<file path="src/rtl/sram_serial_loader_arb_pkg.sv">
// Shared definitions for the SRAM serial loader / CPU arbiter.
//   state_e       : loader FSM state encoding
//   MODE_*        : CTRL_MODE codes (idle, serial write, serial read, CPU run)
package sram_serial_loader_arb_pkg;

    typedef enum logic [2:0] {
        StIdle,
        StShAddr,
        StShData,
        StMemWr,
        StRdReq,
        StRdCap,
        StShOut,
        StDone
    } state_e;

    localparam logic [1:0] MODE_IDLE = 2'b00;
    localparam logic [1:0] MODE_WR   = 2'b01;
    localparam logic [1:0] MODE_RD   = 2'b10;
    localparam logic [1:0] MODE_CPU  = 2'b11;

endpackage

</file>
<file path="src/rtl/sram_serial_loader_arb_port_mux.sv">
// Combinational SRAM pin selection between the serial loader and the CPU.
//   gnt_i               : CPU owns the SRAM (registered grant from the top)
//   cpu_cen_i/wen_i/a_i/d_i : CPU strobes, address and write data
//   ldr_cen_i/wen_i/a_i/d_i : loader strobes, address and write data
//   cen_o/wen_o/a_o/d_o     : pins driven to the SRAM macro
module sram_port_mux #(
    parameter int unsigned DATA_W = 8,
    parameter int unsigned ADDR_W = 9
) (
    input  logic              gnt_i,
    input  logic              cpu_cen_i,
    input  logic              cpu_wen_i,
    input  logic [ADDR_W-1:0] cpu_a_i,
    input  logic [DATA_W-1:0] cpu_d_i,
    input  logic              ldr_cen_i,
    input  logic              ldr_wen_i,
    input  logic [ADDR_W-1:0] ldr_a_i,
    input  logic [DATA_W-1:0] ldr_d_i,
    output logic              cen_o,
    output logic              wen_o,
    output logic [ADDR_W-1:0] a_o,
    output logic [DATA_W-1:0] d_o
);

    // Without the grant, CPU strobes never reach the macro.
    assign cen_o = gnt_i ? cpu_cen_i : ldr_cen_i;
    assign wen_o = gnt_i ? cpu_wen_i : ldr_wen_i;
    assign a_o   = gnt_i ? cpu_a_i   : ldr_a_i;
    assign d_o   = gnt_i ? cpu_d_i   : ldr_d_i;

endmodule

</file>
<file path="src/rtl/sram_serial_loader_arb.sv">
// SRAM owner: arbitrates a single-port synchronous SRAM between a serial scan
// loader (burst write / burst readback over CTRL_SI / CTRL_SO) and the CPU port.
// Optional build macro SCAN_PARITY_EN: each serial word carries a trailing
// even-parity bit; bad write words are dropped and flagged on PAR_ERR.
// Ports:
//   CLK, RST_N         : clock, asynchronous active-low reset
//   CTRL_MODE          : 00 idle, 01 serial write, 10 serial read, 11 CPU run
//   CTRL_BGN           : rising edge starts a serial burst (from IDLE only)
//   CTRL_SI / CTRL_SO  : serial data in / out, MSB first
//   CTRL_RDY           : loader idle or done
//   CPU_GNT            : CPU owns the SRAM
//   CPU_CEN/WEN/A/D/Q  : CPU SRAM port
//   *_after_mux        : SRAM macro pins; Q_from_SRAM is the macro read data
//   PAR_ERR            : sticky serial parity error
module sram_serial_loader_arb
    import sram_serial_loader_arb_pkg::*;
#(
    parameter int unsigned DATA_W    = 8,
    parameter int unsigned ADDR_W    = 9,
    parameter int unsigned BURST_LEN = 16
) (
    input  logic              CLK,
    input  logic              RST_N,
    input  logic [1:0]        CTRL_MODE,
    input  logic              CTRL_BGN,
    input  logic              CTRL_SI,
    output logic              CTRL_SO,
    output logic              CTRL_RDY,
    output logic              CPU_GNT,
    input  logic              CPU_CEN,
    input  logic              CPU_WEN,
    input  logic [ADDR_W-1:0] CPU_A,
    input  logic [DATA_W-1:0] CPU_D,
    output logic [DATA_W-1:0] CPU_Q,
    output logic              CEN_after_mux,
    output logic              WEN_after_mux,
    output logic [ADDR_W-1:0] A_after_mux,
    output logic [DATA_W-1:0] D_after_mux,
    input  logic [DATA_W-1:0] Q_from_SRAM,
    output logic              PAR_ERR
);

`ifdef SCAN_PARITY_EN
    localparam int unsigned FRAME_W = DATA_W + 1;
`else
    localparam int unsigned FRAME_W = DATA_W;
`endif
    localparam int unsigned BIT_MAX = (ADDR_W > FRAME_W) ? ADDR_W : FRAME_W;
    localparam int unsigned BIT_W   = $clog2(BIT_MAX + 1);
    localparam int unsigned CNT_W   = $clog2(BURST_LEN + 1);

    state_e               state_q, state_d;
    logic [1:0]           mode_q, mode_d;
    logic                 bgn_q;
    logic                 gnt_q, gnt_d;
    logic [ADDR_W-1:0]    addr_q, addr_d;
    logic [FRAME_W-1:0]   sh_q, sh_d;
    logic [BIT_W-1:0]     bit_q, bit_d;
    logic [CNT_W-1:0]     cnt_q, cnt_d;
    logic                 par_err_q, par_err_d;

    logic                 start;
    logic                 ldr_cen, ldr_wen;
    logic                 rdy, so;
    logic                 par_ok;
    logic [DATA_W-1:0]    wr_word;
    logic [FRAME_W-1:0]   rd_frame;
    logic [ADDR_W:0]      addr_shift;
    logic [FRAME_W:0]     sh_in, sh_out;
    logic [CNT_W-1:0]     cnt_inc;
    logic [ADDR_W-1:0]    addr_inc;

    // Data bits always sit in the top DATA_W bits of the frame; the parity
    // bit (when present) is the LSB.
    assign wr_word = sh_q[FRAME_W-1 -: DATA_W];

`ifdef SCAN_PARITY_EN
    assign par_ok   = ~(^sh_q);
    assign rd_frame = {Q_from_SRAM, ^Q_from_SRAM};
`else
    assign par_ok   = 1'b1;
    assign rd_frame = Q_from_SRAM;
`endif

    assign start = CTRL_BGN & ~bgn_q & (state_q == StIdle) &
                   ((CTRL_MODE == MODE_WR) | (CTRL_MODE == MODE_RD));

    assign addr_shift = {addr_q, CTRL_SI};
    assign sh_in      = {sh_q, CTRL_SI};
    assign sh_out     = {sh_q, 1'b0};
    assign cnt_inc    = cnt_q + CNT_W'(1);
    assign addr_inc   = addr_q + ADDR_W'(1);  // wraps modulo 2**ADDR_W

    always_comb begin
        state_d   = state_q;
        mode_d    = mode_q;
        addr_d    = addr_q;
        sh_d      = sh_q;
        bit_d     = bit_q;
        cnt_d     = cnt_q;
        par_err_d = par_err_q;
        ldr_cen   = 1'b1;
        ldr_wen   = 1'b1;
        rdy       = 1'b0;
        so        = 1'b0;
        gnt_d     = (state_q == StIdle) && (CTRL_MODE == MODE_CPU);

        unique case (state_q)
            StIdle: begin
                rdy = 1'b1;
                if (start) begin
                    state_d   = StShAddr;
                    mode_d    = CTRL_MODE;
                    bit_d     = '0;
                    cnt_d     = '0;
                    par_err_d = 1'b0;
                end
            end
            StShAddr: begin
                addr_d = addr_shift[ADDR_W-1:0];
                if (bit_q == BIT_W'(ADDR_W - 1)) begin
                    bit_d   = '0;
                    state_d = (mode_q == MODE_RD) ? StRdReq : StShData;
                end else begin
                    bit_d = bit_q + BIT_W'(1);
                end
            end
            StShData: begin
                sh_d = sh_in[FRAME_W-1:0];
                if (bit_q == BIT_W'(FRAME_W - 1)) begin
                    bit_d   = '0;
                    state_d = StMemWr;
                end else begin
                    bit_d = bit_q + BIT_W'(1);
                end
            end
            StMemWr: begin
                // A bad-parity word is dropped but still consumes its address.
                if (par_ok) begin
                    ldr_cen = 1'b0;
                    ldr_wen = 1'b0;
                end else begin
                    par_err_d = 1'b1;
                end
                addr_d  = addr_inc;
                cnt_d   = cnt_inc;
                state_d = (cnt_inc == CNT_W'(BURST_LEN)) ? StDone : StShData;
            end
            StRdReq: begin
                ldr_cen = 1'b0;
                state_d = StRdCap;
            end
            StRdCap: begin
                sh_d    = rd_frame;
                bit_d   = '0;
                state_d = StShOut;
            end
            StShOut: begin
                so   = sh_q[FRAME_W-1];
                sh_d = sh_out[FRAME_W-1:0];
                if (bit_q == BIT_W'(FRAME_W - 1)) begin
                    bit_d   = '0;
                    addr_d  = addr_inc;
                    cnt_d   = cnt_inc;
                    state_d = (cnt_inc == CNT_W'(BURST_LEN)) ? StDone : StRdReq;
                end else begin
                    bit_d = bit_q + BIT_W'(1);
                end
            end
            StDone: begin
                rdy     = 1'b1;
                state_d = StIdle;
            end
            default: begin
                state_d = StIdle;
            end
        endcase
    end

    always_ff @(posedge CLK or negedge RST_N) begin
        if (!RST_N) begin
            state_q   <= StIdle;
            mode_q    <= MODE_IDLE;
            bgn_q     <= 1'b0;
            gnt_q     <= 1'b0;
            addr_q    <= '0;
            sh_q      <= '0;
            bit_q     <= '0;
            cnt_q     <= '0;
            par_err_q <= 1'b0;
        end else begin
            state_q   <= state_d;
            mode_q    <= mode_d;
            bgn_q     <= CTRL_BGN;
            gnt_q     <= gnt_d;
            addr_q    <= addr_d;
            sh_q      <= sh_d;
            bit_q     <= bit_d;
            cnt_q     <= cnt_d;
            par_err_q <= par_err_d;
        end
    end

    sram_port_mux #(
        .DATA_W (DATA_W),
        .ADDR_W (ADDR_W)
    ) u_port_mux (
        .gnt_i     (gnt_q),
        .cpu_cen_i (CPU_CEN),
        .cpu_wen_i (CPU_WEN),
        .cpu_a_i   (CPU_A),
        .cpu_d_i   (CPU_D),
        .ldr_cen_i (ldr_cen),
        .ldr_wen_i (ldr_wen),
        .ldr_a_i   (addr_q),
        .ldr_d_i   (wr_word),
        .cen_o     (CEN_after_mux),
        .wen_o     (WEN_after_mux),
        .a_o       (A_after_mux),
        .d_o       (D_after_mux)
    );

    assign CPU_GNT  = gnt_q;
    assign CPU_Q    = Q_from_SRAM;
    assign CTRL_SO  = so;
    assign CTRL_RDY = rdy;
    assign PAR_ERR  = par_err_q;

endmodule

</file>
<file path="config.mk">
export PLATFORM = sky130hd
export DESIGN_NAME = sram_serial_loader_arb
export DESIGN_NICKNAME = d
export VERILOG_FILES = /design/src/rtl/sram_serial_loader_arb_pkg.sv /design/src/rtl/sram_serial_loader_arb_port_mux.sv /design/src/rtl/sram_serial_loader_arb.sv
export SDC_FILE = /design/constraint.sdc
export NUM_CORES = 1
export LEC_CHECK = 0
export ABC_AREA = 0
export CAP_MARGIN = 30
export CORE_MARGIN = 5
export CORE_UTILIZATION = 44
export DETAILED_ROUTE_END_ITERATION = 6
export GPL_TIMING_DRIVEN = 1
export PLACE_DENSITY = 0.86
export SYNTH_ARGS = -nofsm -noshare
export SYNTH_HDL_FRONTEND = slang
export SYNTH_SLANG_ARGS = --single-unit
</file>
<file path="constraint.sdc">
create_clock -name CLK -period 1.9 [get_ports CLK]
set_input_delay 0.285 -clock CLK [delete_from_list [all_inputs] [get_ports CLK]]
set_output_delay 0.285 -clock CLK [all_outputs]
set_load 0.02 [all_outputs]
</file>
==> impl_metrics.ini, run 1 <==
[status]
outcome = finished clean

[critical_path]
cp_data_arrival_time_ns = 1.53
cp-startpoint = CPU_GNT$_DFF_PN0_
reg2reg_from = bit_q[0]$_DFFE_PN0P_
critPathKind = reg2out
max_stage_delay_ns = 0.37
cp_num_buf_inv = 2
crit_chain = buf_4, mux2_2, dlygate4sd2_1
end_kind = output port
crit_required_ns = 1.62
worstPathMaxFanout = 11
critPathLaunchType = flop
critPathSlowestCell = dfrtp_1
path_delay_family = buffers and inverters

[drt]
dr.pass1.iters = 4
drc_errors = 0
drt-total-wl_mm = 5.73
vias = 2118
first_iter_violations = 156
wl_per_cell_um = 14.6
vias_per_cell = 5.39
ant_nets = 0

[power]
p_clk_frac = 0.113
p_leak_nw = 1.33
finalPower_mw = 4.75
p_per_area_nw_per_um2 = 1550
p_int_mw = 2.60
p_comb_frac = 0.593
sw_frac_of_total = 0.453
switchingPower_mw = 2.15
seqPwrFrac = 0.294
ir_drop_mv = 0.620

[floorplanning]
initial_utilization = 0.450
placementRows = 26
dieArea_um2 = 6690
die-height_um = 81.8
die_w_um = 81.8
boundaryPins = 64
core_um2 = 5040

[sta]
hold_violations = 0
timing.final.crit_share = 0.953
min_period_ns = 1.81
drv_slew = 0
finalSetupViolations = 0
fin_worst_skew_ns = 0.00478
max_freq_mhz = 552
rsz0062_at_grt = true
layout_setup_ws_ns = 0.0894

[logic_synthesis]
async_flop_share = 1.00
synth.distinct_cells = 45
synth_ff_type = dfrtp_1
syn_inst = 256
yosysTopAreaCellShare = 0.364
syn_area_um2 = 2270
avgSynthCellArea_um2 = 8.86
ys_warn_count = 0
yosys.area.top_type = dfrtp_1
syn_nets = 295
synthTopCellsByArea = dfrtp_1, mux2_2, a21oi_1, mux2i_1, nand2_1
synth_edf_count = 0
seq_area_frac_synth = 0.364
ys_ff_latch = 33

[clock_tree]
cts_post_setup_buffers_inserted = 0
clk_pin_slew_ns = 0.06
cts.path.max_buffers = 2
clock_sinks = 33
ctsRootBufferMaster = clkbuf_8
numCtsBuffers = 5
clk_latency_ns = 0.29
tritoncts = yes
h-tree-depth = 2

[global_routing]
grt_pass1_vias = 2072
grt_pass1_wl_mm = 9.42
grt_util_all_layers = 0.181
grt_max_degree = 34
antenna_found_initial = 0
overflow = 0

[placement]
io_buffers = 62
placed_area_um2 = 3000
place.gp.congestion = 0.918
pre_cts_slack_ns = -0.142
dp_hpwl_mm = 4.36

[cells_and_area]
final_common_cell = clkdlybuf4s50_1
antennaDiodeCount = 0
fin_area_um2 = 3060
fillers = 446
area_growth_pct = 35.1
final_cell_mix = clkdlybuf4s50_1, dfrtp_1, nand2_1, a21oi_1, buf_4
fin_nets = 362
drive_gt1_frac = 0.161

[job]
drv_cap = 0

[worst_hold_path]
hold_class = in2async
## cell families after synthesis
| kind of cell | synth area share |
|---|---|
| AO/OA/AOI/OAI | 0.192 |
| XOR/XNOR | 0.0116 |
| adder cells (fa/ha/maj) | 0.0331 |
| buffers and inverters | 0.0734 |
| flip-flops | 0.364 |
| multiplexers | 0.129 |
| other | 0.00165 |
| AND/OR/NAND/NOR | 0.195 |
## layout make-up
| cell class | instances | area, um^2 | share of cell area |
|---|---|---|---|
| Clock buffer | 7 | 86.3 | 0.0282 |
| Inverter | 8 | 30.0 | 0.00980 |
| Multi-Input combinational cell | 192 | 1290 | 0.420 |
| Sequential cell | 33 | 826 | 0.270 |
| Tap cell | 70 | 87.6 | 0.0286 |
| Timing Repair Buffer | 83 | 746 | 0.243 |
## path summary, 6_finish.rpt
| path | cells after the start | slack (ns) | end |
|---|---|---|---|
| worst max-delay path | 3 | 0.09 | A_after_mux[4] |
| worst min-delay path | 2 | 0.40 | cnt_q[0]$_DFFE_PN0P_ |
| worst max register to register | 7 | 0.12 | cnt_q[3]$_DFFE_PN0P_ |
| worst min register to register | 1 | 0.54 | bit_q[0]$_DFFE_PN0P_ |
| max in group asynchronous | 2 | 1.19 | sh_q[5]$_DFFE_PN0P_ |
| min in group CLK | 1 | 0.48 | bgn_q$_DFF_PN0_ |
## sequential cells by signal, summed over array words and instances (netlist names)
name and count:
cnt_q 5, sh_q 8, bit_q 4, mode_q 2, state_q 3, addr_q 9
bgn_q 1, CPU_GNT 1
## cell usage after synthesis, types with 2 or more instances
cell type and number:
buf_2 4, a311oi_1 2, and2_1 3, a21o_1 3, nor3_1 8, and3_1 2
nand4_1 2, a221oi_1 2, o21a_1 2, a31oi_1 5, nand2_1 25, nand3_1 9
nand3b_1 3, a21oi_1 22, a22oi_1 2, buf_1 3, o21ai_0 15, inv_1 8
clkbuf_1 5, xor2_1 3, dfrtp_1 33, buf_4 10, and3b_1 2, a211oi_1 10
mux2_2 17, ha_1 6, mux2i_1 10, nor2b_1 10, nor2_1 14
## what timing repair did
item	CTS	global route
endpoints found under the hold margin	0	0
gates resized for setup	21	8
pin swaps	0	0
endpoints found under the setup margin	21	7
hold buffers	0	0
## stage by stage
stage	utilization	hold slack, ns	TNS, ns	std cells
after CTS	0.606	0.414	0	393
final	0.607	0.401	0	393
after global placement	0.594	0.517	-0.397	386
after global routing	0.607	0.447	-0.00317	393
after detailed placement	0.594	0.532	-0.541	386
after floorplan	-	-0.0106	0	256
## power groups by stage
| stage | Sequential, mW | Combinational [mW] | Clock [mW] |
|---|---|---|---|
| global route | 1.46 | 3.14 | 0.581 |
| finish | 1.40 | 2.82 | 0.538 |
| global placement | 1.38 | 2.87 | 0 |
| detailed placement | 1.40 | 2.95 | 0 |
| CTS | 1.39 | 2.80 | 0.555 |
| floorplan | 1.26 | 2.02 | 0 |
## routing by layer
| layer | GRT usage | wire length (um) | up-vias |
|---|---|---|---|
| met1 | 0.226 | 2500 | 987 |
| met4 | 0.0681 | 88 | 0 |
| li1 | - | - | 1056 |
| met3 | 0.0406 | 421 | 7 |
| met5 | 0 | 0 | - |
| met2 | 0.305 | 2720 | 68 |
No activity file was read; power rests on OpenSTA's default activity.
==> run 2, diff against run 1 <==
--- a/config.mk
+++ b/config.mk
@@ -11,7 +11,7 @@
 export CORE_UTILIZATION = 44
 export DETAILED_ROUTE_END_ITERATION = 6
 export GPL_TIMING_DRIVEN = 1
-export PLACE_DENSITY = 0.86
+export PLACE_DENSITY = 0.78
 export SYNTH_ARGS = -nofsm -noshare
 export SYNTH_HDL_FRONTEND = slang
 export SYNTH_SLANG_ARGS = --single-unit
==> impl_metrics.ini, run 2 (same netlist as run 1, synthesis figures left out) <==
[cells_and_area]
fin_nets = 361
final_cell_mix = clkdlybuf4s50_1, dfrtp_1, nand2_1, a21oi_1
top_register = addr_q
antennaDiodeCount = 0
drive_gt1_frac = 0.170
final_common_cell = clkdlybuf4s50_1
largest_reg_flops = 9
area_growth_pct = 37.5
fin_cells = 393
top_regs = addr_q (9), sh_q (8), cnt_q (5)

[floorplanning]
core_um2 = 5040
placementRows = 26
initial_utilization = 0.450
die-height_um = 81.8
die_w_um = 81.8
boundaryPins = 64
dieArea_um2 = 6690

[clock_tree]
clk_pin_slew_ns = 0.07
cts_resized = 23
clk_latency_ns = 0.29
clock_sinks = 33
ctsRootBufferMaster = clkbuf_8
cts.path.max_buffers = 2
ctsHoldBuffers = 0
cts_post_setup_buffers_inserted = 0
tritoncts = yes
numCtsBuffers = 5
h-tree-depth = 2

[global_routing]
grt_pass1_vias = 2044
antenna_found_initial = 0
overflow = 0
grt_max_degree = 34
grt_util_all_layers = 0.183
grt_pass1_wl_mm = 9.52

[power]
p_per_area_nw_per_um2 = 1590
ir_drop_mv = 0.722
p_leak_nw = 1.35
finalPower_mw = 4.96

[sta]
whs_ns = 0.398
hold_violations = 0
drv_slew = 0
min_period_ns = 1.82
timing.final.crit_share = 0.958
finalSetupViolations = 0
fin_worst_skew_ns = 0.00844
tns_ns = 0
layout_setup_ws_ns = 0.0802
max_freq_mhz = 550

[critical_path]
worstPathMaxFanout = 11
max_stage_delay_ns = 0.39
end_kind = output port
cp_data_arrival_time_ns = 1.53
worstRegToRegCells = 8
critPathSlowestCell = dfrtp_1
critPathKind = reg2out
critPathLaunchType = flop
crit_required_ns = 1.62
crit_chain = buf_4, mux2_2, dlygate4sd2_1

[placement]
pre_cts_slack_ns = -0.161
place.gp.congestion = 0.872
io_buffers = 62
place_inst = 385
dp_hpwl_mm = 4.28

[drt]
wl_per_cell_um = 14.6
dr.pass1.iters = 4
first_iter_violations = 147
vias_per_cell = 5.38
drt-total-wl_mm = 5.74
drc_errors = 0
vias = 2115
ant_nets = 0

[status]
outcome = finished clean

[worst_hold_path]
hold_class = in2async

[job]
drv_cap = 0
[run 2: report_power, final]
part / internal, mW / switching (mW)
sequential: 1.02 / 0.357
clock: 0.428 / 0.266
combinational: 1.32 / 1.57
[run 2: critical path, delay by kind of cell (launching register included)]
family                 cells  cell delay (ns)
buffers and inverters      2             0.52
DFF                        1             0.39
muxes                      1             0.34
[run 2: final cells by class]
type,instances,area (um^2)
Clock buffer,7,86.3
Clock inverter,1,30.0
Inverter,8,30.0
Fill cell,450,1920
Timing Repair Buffer,82,754
Multi-Input combinational cell,192,1300
Tap cell,70,87.6
Sequential cell,33,826
[run 2: path summary, 6_finish.rpt]
kind,from,slack (ns),end
hold / removal,RST_N,0.40,addr_q[7]$_DFFE_PN0P_
min in group CLK,CTRL_BGN,0.48,bgn_q$_DFF_PN0_
hold reg to reg,bit_q[2]$_DFFE_PN0P_,0.55,bit_q[2]$_DFFE_PN0P_
setup reg to reg,state_q[1]$_DFFE_PN0P_,0.16,cnt_q[3]$_DFFE_PN0P_
setup / recovery,CPU_GNT$_DFF_PN0_,0.08,A_after_mux[5]
max in group asynchronous,RST_N,1.18,sh_q[5]$_DFFE_PN0P_
[run 2: metal layers]
layer  vias up  share of wire  global-route usage
li1       1057              -                   -
met1       986           0.44               0.238
met2        63           0.48               0.303
met3         9          0.069              0.0417
met4         0          0.014              0.0548
met5         -              0                   0
[run 2: metrics by stage]
stage	area, um^2	utilization
5_1_grt	3120	0.618
3_5_place_dp	3000	0.595
3_3_place_gp	3000	0.595
6_report	3120	0.618
2_1_floorplan	2270	-
4_1_cts	3100	0.614
==> run 3, diff against run 2 <==
--- a/config.mk
+++ b/config.mk
@@ -7,6 +7,7 @@
 export LEC_CHECK = 0
 export ABC_AREA = 0
 export CAP_MARGIN = 30
+export CORE_ASPECT_RATIO = 0.5
 export CORE_MARGIN = 5
 export CORE_UTILIZATION = 44
 export DETAILED_ROUTE_END_ITERATION = 6
==> impl_metrics.ini, run 3 (same netlist as run 1, synthesis figures left out) <==
[status]
outcome = finished clean

[floorplanning]
placementRows = 18
core_um2 = 4950
die_w_um = 112
die-height_um = 60.8
boundaryPins = 64
initial_utilization = 0.458
dieArea_um2 = 6780

[cells_and_area]
fin_cells = 391
fillers = 425
multi_input_area_um2 = 1290
final_common_cell = clkdlybuf4s50_1
antennaDiodeCount = 0
regArea_um2 = 826
final_cell_mix = clkdlybuf4s50_1, dfrtp_1, nand2_1, a21oi_1, dlygate4sd2_1
top_register = addr_q
fin_nets = 359
area_growth_pct = 34.8
top_regs = addr_q (9), sh_q (8), cnt_q (5)
largest_reg_flops = 9
drive_gt1_frac = 0.150

[power]
sw_frac_of_total = 0.455
p_per_area_nw_per_um2 = 1550
ir_drop_mv = 0.605
p_int_mw = 2.58
finalPower_mw = 4.73
p_comb_frac = 0.595
switchingPower_mw = 2.15
p_clk_frac = 0.106
p_leak_nw = 1.32
seqPwrFrac = 0.299

[sta]
slew_headroom = 0.626
fin_worst_skew_ns = 0.00526
rsz0062_at_grt = false
min_period_ns = 1.82
max_freq_mhz = 549
hold_violations = 0
finalSetupViolations = 0
timing.final.crit_share = 0.958
whs_ns = 0.398
drv_slew = 0
max_slew.worst_pin.slew_ns = 0.560

[drt]
vias = 2080
first_iter_violations = 54
drc_errors = 0
wl_per_cell_um = 14.6
drt-total-wl_mm = 5.72
vias_per_cell = 5.32
dr.pass1.iters = 4
ant_nets = 0

[global_routing]
overflow = 0
grt_pass1_wl_mm = 9.73
antenna_found_initial = 0
grt_max_degree = 34
grt_pass1_vias = 2056
grt_util_all_layers = 0.177

[critical_path]
critPathLaunchType = flop
end_kind = output port
worstPathMaxFanout = 6
crit_chain = or2_4, mux2i_1, o21ai_0, dlygate4sd2_1
cp_data_arrival_time_ns = 1.54
crit_required_ns = 1.62
r2r_slack_ns = 0.11
max_stage_delay_ns = 0.44
critPathKind = reg2out
critPathSlowestCell = dfrtp_1

[placement]
dp_hpwl_mm = 4.36
place_inst = 383
place.gp.congestion = 0.889
io_buffers = 62

[clock_tree]
clk_latency_ns = 0.28
ctsHoldBuffers = 0
clock_sinks = 33
ctsRootBufferMaster = clkbuf_8
numCtsBuffers = 5
tritoncts = yes
cts.path.max_buffers = 2
clk_pin_slew_ns = 0.06
h-tree-depth = 2

[worst_hold_path]
hold_class = in2async

[job]
drv_cap = 0
==> run 3: cell count changes in the layout (fill, tap and decap cells not counted), sizes merged <==
cell / delta
dlygate4sd2: +2
clkdlybuf4s15: -1
bufinv: -1
buf: -2
==> run 3: worst max-delay path, delay by kind of cell, from the launching register on <==
kind                   cells  cell delay [ns]
buffers and inverters      1             0.32
multiplexers               1             0.12
flip-flops                 1             0.44
AO/OA/AOI/OAI              1             0.07
AND/OR/NAND/NOR            1             0.30
==> run 3: final timing paths <==
| path | cells after the start | start | to |
|---|---|---|---|
| max | 4 | state_q[0]$_DFFE_PN0P_ | CEN_after_mux |
| min | 2 | RST_N | addr_q[3]$_DFFE_PN0P_ |
| max reg2reg | 7 | bit_q[0]$_DFFE_PN0P_ | cnt_q[2]$_DFFE_PN0P_ |
| min reg2reg | 1 | bit_q[0]$_DFFE_PN0P_ | bit_q[0]$_DFFE_PN0P_ |
| max in group asynchronous | 2 | RST_N | sh_q[5]$_DFFE_PN0P_ |
| min in group CLK | 1 | CTRL_BGN | bgn_q$_DFF_PN0_ |
==> run 3: cell type report <==
cell class | count | share of cell area
Timing Repair Buffer | 80 | 0.242
Tap cell | 70 | 0.0287
Sequential cell | 33 | 0.270
Clock buffer | 8 | 0.0262
Inverter | 8 | 0.00983
Multi-Input combinational cell | 192 | 0.423
==> run 3: timing repair <==
item	4_1_cts	5_1_grt
resized for setup	21	7
setup buffers	0	0
endpoints found under the setup margin	21	4
==> run 3: power groups by stage <==
stage | clock network [mW] | registers (mW) | logic (mW)
2_1_floorplan | 0 | 1.26 | 2.02
3_3_place_gp | 0 | 1.40 | 2.87
3_5_place_dp | 0 | 1.41 | 2.94
4_1_cts | 0.515 | 1.41 | 2.79
5_1_grt | 0.555 | 1.47 | 3.12
6_report | 0.504 | 1.41 | 2.82
==> run 3: routing by layer <==
layer / up-vias / part of all wire / track usage
met1: 974 / 0.44 / 0.216
li1: 1044 / - / -
met2: 60 / 0.50 / 0.333
met3: 2 / 0.054 / 0.0398
met5: - / 0 / 0
met4: 0 / 0.0047 / 0.0381
==> run 3: per-stage QoR <==
| stage | TNS, ns | util | worst slack, ns | area, um^2 |
|---|---|---|---|---|
| finish | 0 | 0.617 | 0.0795 | 3060 |
| global route | 0 | 0.617 | 0.00180 | 3060 |
| CTS | 0 | 0.614 | 0.0345 | 3040 |
| detailed placement | -0.728 | 0.603 | -0.194 | 2990 |
| global placement | -0.443 | 0.603 | -0.147 | 2990 |
| floorplan | 0 | - | 0.126 | 2270 |
